$ cat src/rtl/cellrv32_sdi_host.sv
// cellrv32_sdi_host: byte-oriented SPI mode 0 host engine, MSB first.
// Bytes arrive on a valid/ready port. Received bytes leave as one-cycle pulses.
// sck and mosi come from a clk_i-based phase divider. MISO is resynchronised
// by two flops before it is sampled.
module cellrv32_sdi_host #(
    parameter int HALF_PERIOD = 8
) (
    input  logic       clk_i,
    input  logic       rst_i,
    input  logic       en_i,
    input  logic [7:0] tx_data_i,
    input  logic       tx_valid_i,
    output logic       tx_ready_o,
    input  logic       hold_i,
    output logic [7:0] rx_data_o,
    output logic       rx_valid_o,
    output logic       busy_o,
    output logic       spi_csn_o,
    output logic       spi_clk_o,
    output logic       spi_dat_o,
    input  logic       spi_dat_i
);

    // Last divider value of a phase; each sck half period spans HALF_PERIOD clk_i cycles.
    localparam logic [7:0] DIV_LAST = 8'(HALF_PERIOD - 1);

    typedef enum logic [2:0] {
        ST_IDLE,
        ST_SETUP,
        ST_HIGH,
        ST_LOW,
        ST_BYTE_END,
        ST_WAIT,
        ST_TEARDOWN
    } state_t;

    state_t     state;
    logic [7:0] div;
    logic [2:0] bit_cnt;
    logic [7:0] sreg;
    logic       samp;
    logic       miso_meta;
    logic       miso_sync;
    logic       phase_end;
    logic       accept;

    assign phase_end = (div == DIV_LAST);
    // tx_ready_o is registered, so a handshake is judged against the value the source sees.
    assign accept    = tx_valid_i & tx_ready_o;

    // Two-flop synchroniser for the asynchronous MISO line.
    always_ff @(posedge clk_i) begin
        // NOTE: the reset is sampled inside the clocked block, so it is synchronous to clk_i.
        if (rst_i) begin
            miso_meta <= 1'b0;
            miso_sync <= 1'b0;
        end else begin
            // NOTE: non-blocking assignments let miso_sync take the old miso_meta value, which forms a true two-stage chain.
            miso_meta <= spi_dat_i;
            miso_sync <= miso_meta;
        end
    end

    // Transfer FSM with the divider, shift register and all registered outputs.
    always_ff @(posedge clk_i) begin
        if (rst_i) begin
            state      <= ST_IDLE;
            div        <= '0;
            bit_cnt    <= '0;
            sreg       <= '0;
            samp       <= 1'b0;
            spi_csn_o  <= 1'b1;
            spi_clk_o  <= 1'b0;
            spi_dat_o  <= 1'b0;
            tx_ready_o <= 1'b0;
            rx_valid_o <= 1'b0;
            rx_data_o  <= '0;
            busy_o     <= 1'b0;
        end else if (!en_i) begin
            // An abort drops any partial byte and parks the bus idle at once.
            state      <= ST_IDLE;
            div        <= '0;
            bit_cnt    <= '0;
            spi_csn_o  <= 1'b1;
            spi_clk_o  <= 1'b0;
            spi_dat_o  <= 1'b0;
            tx_ready_o <= 1'b0;
            rx_valid_o <= 1'b0;
            busy_o     <= 1'b0;
        end else begin
            // rx_valid_o is a single-cycle pulse. Only the last HIGH phase re-arms it.
            rx_valid_o <= 1'b0;

            case (state)
                ST_IDLE: begin
                    spi_csn_o  <= 1'b1;
                    spi_clk_o  <= 1'b0;
                    tx_ready_o <= 1'b1;
                    if (accept) begin
                        sreg       <= tx_data_i;
                        bit_cnt    <= '0;
                        div        <= '0;
                        spi_csn_o  <= 1'b0;
                        spi_dat_o  <= tx_data_i[7];
                        tx_ready_o <= 1'b0;
                        busy_o     <= 1'b1;
                        state      <= ST_SETUP;
                    end
                end

                ST_SETUP: begin
                    if (phase_end) begin
                        div       <= '0;
                        spi_clk_o <= 1'b1;
                        state     <= ST_HIGH;
                    end else begin
                        div <= div + 8'd1;
                    end
                end

                ST_HIGH: begin
                    // Sample MISO early in the high phase. That leaves the device and the
                    // synchroniser their full latency budget after the preceding falling edge.
                    if (div == '0) begin
                        samp <= miso_sync;
                    end
                    if (phase_end) begin
                        div       <= '0;
                        spi_clk_o <= 1'b0;
                        if (bit_cnt == 3'd7) begin
                            rx_data_o  <= {sreg[6:0], samp};
                            rx_valid_o <= 1'b1;
                            // csn follows hold_i now, so it rises in the same cycle as the rx pulse.
                            spi_csn_o  <= ~hold_i;
                            tx_ready_o <= hold_i;
                            state      <= ST_BYTE_END;
                        end else begin
                            bit_cnt   <= bit_cnt + 3'd1;
                            sreg      <= {sreg[6:0], samp};
                            spi_dat_o <= sreg[6];
                            state     <= ST_LOW;
                        end
                    end else begin
                        div <= div + 8'd1;
                    end
                end

                ST_LOW: begin
                    if (phase_end) begin
                        div       <= '0;
                        spi_clk_o <= 1'b1;
                        state     <= ST_HIGH;
                    end else begin
                        div <= div + 8'd1;
                    end
                end

                ST_BYTE_END: begin
                    if (accept) begin
                        // BYTE_END counts as the first cycle of the next low phase.
                        // This keeps burst bytes exactly 16 half periods apart.
                        sreg       <= tx_data_i;
                        bit_cnt    <= '0;
                        spi_dat_o  <= tx_data_i[7];
                        tx_ready_o <= 1'b0;
                        div        <= 8'd1;
                        state      <= ST_LOW;
                    end else if (hold_i && tx_ready_o) begin
                        div   <= '0;
                        state <= ST_WAIT;
                    end else begin
                        // If csn already rose in this cycle, count it toward the high gap.
                        spi_csn_o  <= 1'b1;
                        spi_dat_o  <= 1'b0;
                        tx_ready_o <= 1'b0;
                        div        <= {7'd0, spi_csn_o};
                        state      <= ST_TEARDOWN;
                    end
                end

                ST_WAIT: begin
                    if (accept) begin
                        sreg       <= tx_data_i;
                        bit_cnt    <= '0;
                        spi_dat_o  <= tx_data_i[7];
                        tx_ready_o <= 1'b0;
                        div        <= '0;
                        state      <= ST_LOW;
                    end else if (!hold_i) begin
                        spi_csn_o  <= 1'b1;
                        spi_dat_o  <= 1'b0;
                        tx_ready_o <= 1'b0;
                        div        <= '0;
                        state      <= ST_TEARDOWN;
                    end
                end

                ST_TEARDOWN: begin
                    // csn stays high for a full half period so the device can resynchronise.
                    if (phase_end) begin
                        div        <= '0;
                        tx_ready_o <= 1'b1;
                        busy_o     <= 1'b0;
                        state      <= ST_IDLE;
                    end else begin
                        div <= div + 8'd1;
                    end
                end

                default: begin
                    state      <= ST_IDLE;
                    div        <= '0;
                    spi_csn_o  <= 1'b1;
                    spi_clk_o  <= 1'b0;
                    tx_ready_o <= 1'b0;
                    busy_o     <= 1'b0;
                end
            endcase
        end
    end

endmodule

$ cat config.mk
export PLATFORM = sky130hd
export DESIGN_NAME = cellrv32_sdi_host
export DESIGN_NICKNAME = d
export VERILOG_FILES = /design/src/rtl/cellrv32_sdi_host.sv
export SDC_FILE = /design/constraint.sdc
export NUM_CORES = 1
export LEC_CHECK = 0
export BUFFER_PORTS_ARGS = -buffer_cell sky130_fd_sc_hd__buf_2
export CORE_MARGIN = 3
export CORE_UTILIZATION = 40
export DETAILED_ROUTE_END_ITERATION = 12
export GPL_TIMING_DRIVEN = 0
export PLACE_DENSITY_LB_ADDON = 0.25
export SYNTH_ARGS = -nofsm -noshare
export SYNTH_HDL_FRONTEND = slang
export SYNTH_SLANG_ARGS = --single-unit
$ cat constraint.sdc
create_clock -name clk_i -period 2.04 [get_ports clk_i]
set_input_delay 0.204 -clock clk_i [delete_from_list [all_inputs] [get_ports clk_i]]
set_output_delay 0.204 -clock clk_i [all_outputs]
set_load 0.05 [all_outputs]
==> out/qor_table.md <==
| Result | This run |
| --- | --- |
| Outcome | complete, but fails checks |
| Violations in the final reports | DRC |
| Width of the die | 75.8 um |
| Pwr Total | 0.00171 W |
| Die area | 5750 um^2 |
| Detail Route Antenna Nets | 0 |
| Area share of the largest cell type after synthesis | 0.390 |
| Synth unique cells | 46 |
| Worst reg2reg endpoint | spi_dat_o |
| Category of the worst setup path capture point | register |
| Worst min-delay path class | in -> reg |
| Largest net degree at the start of global routing | 12 |
| Worst Setup Start Kind | register |
| Power density over cell area | 735 nW/um^2 |
| Kind of critical path | reg -> reg |
| Library cell used as clock root buffer | clkbuf_8 |
| Vias per cell | 5.23 |
| Detailed-route via count | 1777 |
| Total DRC errors in the routed layout | 2 |
| Top cell type by total area after synthesis | dfxtp_1 |
| Area of the core | 4530 um^2 |
| Chain of cells forming the critical path | ha_2, and4bb_4, a21boi_2, or4_4, nor4_2, a31o_1 |
| Pins Over Slew Limit | 0 |
| Wire length of the first global-routing pass | 7.89 mm |
| VDD IR max | 0.396 mV |
| Slew of the pin with the lowest slew margin | 0.518 ns |
| R2r startpoint | div[0] |
| Count of mapped cells out of synthesis | 241 |
| Grt ovf | 0 |
| Detailed-placement wirelength estimate | 3.33 mm |
| Share of final-layout standard cells stronger than drive strength 1 | 0.207 |
| Clk_lat worst skew | 0.29 ns |
| Setup TNS after final layout | 0 ns |
| CP Data Arrival Time | 2.17 ns |
| Post-DR wirelength/cell | 13.6 um |
| Unrepaired setup endpoints after global routing | true |
| Worst-path maximum fanout | 4 |
| Area growth from synthesis to final layout | 19.1% |
| Weighted congestion reported at the end of routability-driven placement | 0.878 |
| Sinks on Clock Net | 38 |
| Clk slew on worst S/H paths | 0.07 ns |
| Max-cap violations | 0 |
| Number of buffers inserted by port buffering | 27 |
| Syn nets | 259 |
| Hold Vio Cnt, Final | 0 |
| Cts bufs inserted | 5 |
| Number of rows in the core area | 24 |
| Worst slew margin relative to its limit | 0.654 |
| Antenna violations before repair | 0 |
| Async set-or-reset flop fraction in the synthesized netlist | 0 |
| WP data required | 2.28 ns |
| Crit. Startpoint | div[0] |
| Worst reg-to-reg path cell count | 6 |
| Total of warnings raised by yosys | 0 |
| Number of global-route vias before repair | 1737 |
| Timing endpoint of the critical path | spi_dat_o |
| Leakage | 0.921 nW |
| Total routing resource utilization after global routing | 0.181 |
| Slowest cell on the critical path | or4_4 |
| Final critical-path share of the clock period | 0.948 |
| Number of design-rule violations left by the first detailed-router iteration | 211 |
| Top-level I/O count | 28 |
| Layout net count | 293 |
| Total number of H-tree levels | 2 |
| Most frequent cells in the layout | 36 x nand2_1, 36 x dfxtp_1, 34 x nor2_1, 32 x buf_2, 19 x a21oi_1 |
| Syn avg cell area | 8.09 um^2 |
| CTS Buffer Depth | 2 |
| CTS tree | yes |
| Post-Route Skew | 0.00462 ns |
| Post-synthesis instance area | 1950 um^2 |
| Layout fillers | 450 |
| Finished Core Util | 0.512 |
| Final setup vio count | 0 |
| Vert. Die Dim | 75.8 um |
| Dominant cells by area after synthesis | dfxtp_1 39%, nand2_1 6.9%, nor2_1 6.5% |
| Smallest hold slack | 0.125 ns |
| Count of TritonRoute iterations in the first routing pass | 8 |
| Sequential-to-total area share from yosys stat | 0.390 |
| Wirelength, routed | 4.62 mm |
| Flip-flop and latch count after synthesis | 38 |
| Starting utilization of the core area | 0.430 |
| Worst reg-to-reg setup slack | 0.11 ns |
| Min Tclk post-route | 1.93 ns |
| Crit path largest cell delay | 0.56 ns |
| # diodes | 0 |
| Predominant post-synthesis flop cell | dfxtp_1 |
| Maximum frequency from static timing analysis | 517 MHz |
| EDFF count, synth | 0 |
==> cells by family (layout without fill, tap and decap cells) <==
logic type | count (synthesis) | count (layout) | share of synthesized area
multiplexers | 11 | 11 | 0.0564
XOR/XNOR | 5 | 5 | 0.0224
adder cells (fa/ha/maj) | 4 | 4 | 0.0257
AO/OA/AOI/OAI | 52 | 52 | 0.169
buffers and inverters | 17 | 51 | 0.0366
AND/OR/NAND/NOR | 114 | 114 | 0.300
flip-flops | 38 | 38 | 0.390
==> worst max-delay path: cells and delay by family (launching register included) <==
| kind | cells | cell delay (ns) |
|---|---|---|
| AND/OR/NAND/NOR | 3 | 1.09 |
| adder cells (fa/ha/maj) | 1 | 0.21 |
| AO/OA/AOI/OAI | 2 | 0.22 |
| flip-flops | 1 | 0.36 |
==> registers in the layout, indices dropped and copies added, names as in the netlist <==
name	flops
samp	1
rx_data_o	8
rx_valid_o	1
spi_dat_o	1
sreg	7
busy_o	1
spi_csn_o	1
miso_meta	1
state	3
spi_clk_o	1
miso_sync	1
bit_cnt	3
div	8
tx_ready_o	1
==> stage by stage <==
step	area [um^2]	instances	setup slack, ns
6_report	2320	340	0.107
3_5_place_dp	2170	333	-0.0200
3_3_place_gp	2170	333	0.0289
5_1_grt	2320	340	-0.0352
4_1_cts	2280	340	0.0199
2_1_floorplan	1950	241	0.128
==> where the power goes <==
part / total (W) / internal, W / switching, W
Clock: 0.000648 / 0.000391 / 0.000257
Sequential: 0.000785 / 0.000764 / 0.0000204
Combinational: 0.000276 / 0.000107 / 0.000168
==> synth_stat cells (2+ instances only) <==
| master | n |
|---|---|
| dfxtp_1 | 38 |
| nand2_1 | 36 |
| nor2_1 | 34 |
| a21oi_1 | 19 |
| mux2i_1 | 11 |
| a211oi_1 | 9 |
| o21ai_0 | 9 |
| nand3_1 | 8 |
| buf_2 | 6 |
| clkbuf_1 | 6 |
| nand2b_1 | 6 |
| inv_1 | 5 |
| xnor2_1 | 5 |
| and2_1 | 4 |
| ha_1 | 4 |
| nor2b_1 | 3 |
| a21o_1 | 2 |
| a22oi_1 | 2 |
| a31oi_1 | 2 |
| nand4_1 | 2 |
| nor3_1 | 2 |
| nor3b_1 | 2 |
| nor4b_1 | 2 |
| or3b_1 | 2 |
==> routing by layer <==
layer	GRT usage	wire length, um	vias to the layer above
met4	0.0583	25	0
met2	0.273	2120	58
met5	0	0	-
met1	0.245	2180	806
met3	0.0554	295	2
li1	-	-	911
==> cell type report <==
cell class	count	area, um^2	area share
Inverter	5	18.8	0.00808
Clock buffer	6	82.6	0.0355
Clock inverter	1	30.0	0.0129
Buffer	11	51.3	0.0221
Tap cell	65	81.3	0.0350
Timing Repair Buffer	28	143	0.0614
Sequential cell	38	763	0.328
Multi-Input combinational cell	186	1150	0.497
==> how the worst min path moves through the flow <==
stage	cells after the start	to	from	slack, ns
2_1_floorplan	2	spi_csn_o	rst_i	0.33
3_3_place_gp	1	miso_sync	miso_meta	0.42
3_5_place_dp	2	miso_meta	spi_dat_i	0.42
4_1_cts	2	miso_meta	spi_dat_i	0.11
5_1_grt	2	miso_meta	spi_dat_i	0.11
6_report	2	miso_meta	spi_dat_i	0.13
==> what timing repair did <==
item / 4_1_cts / 5_1_grt
pin swaps: 0 / 1
resized for setup: 1 / 9
hold buffers: 0 / 0
endpoints found under the setup margin: 3 / 21
buffers inserted: 0 / 1
Note: power is estimated with default switching activity, not from simulation.
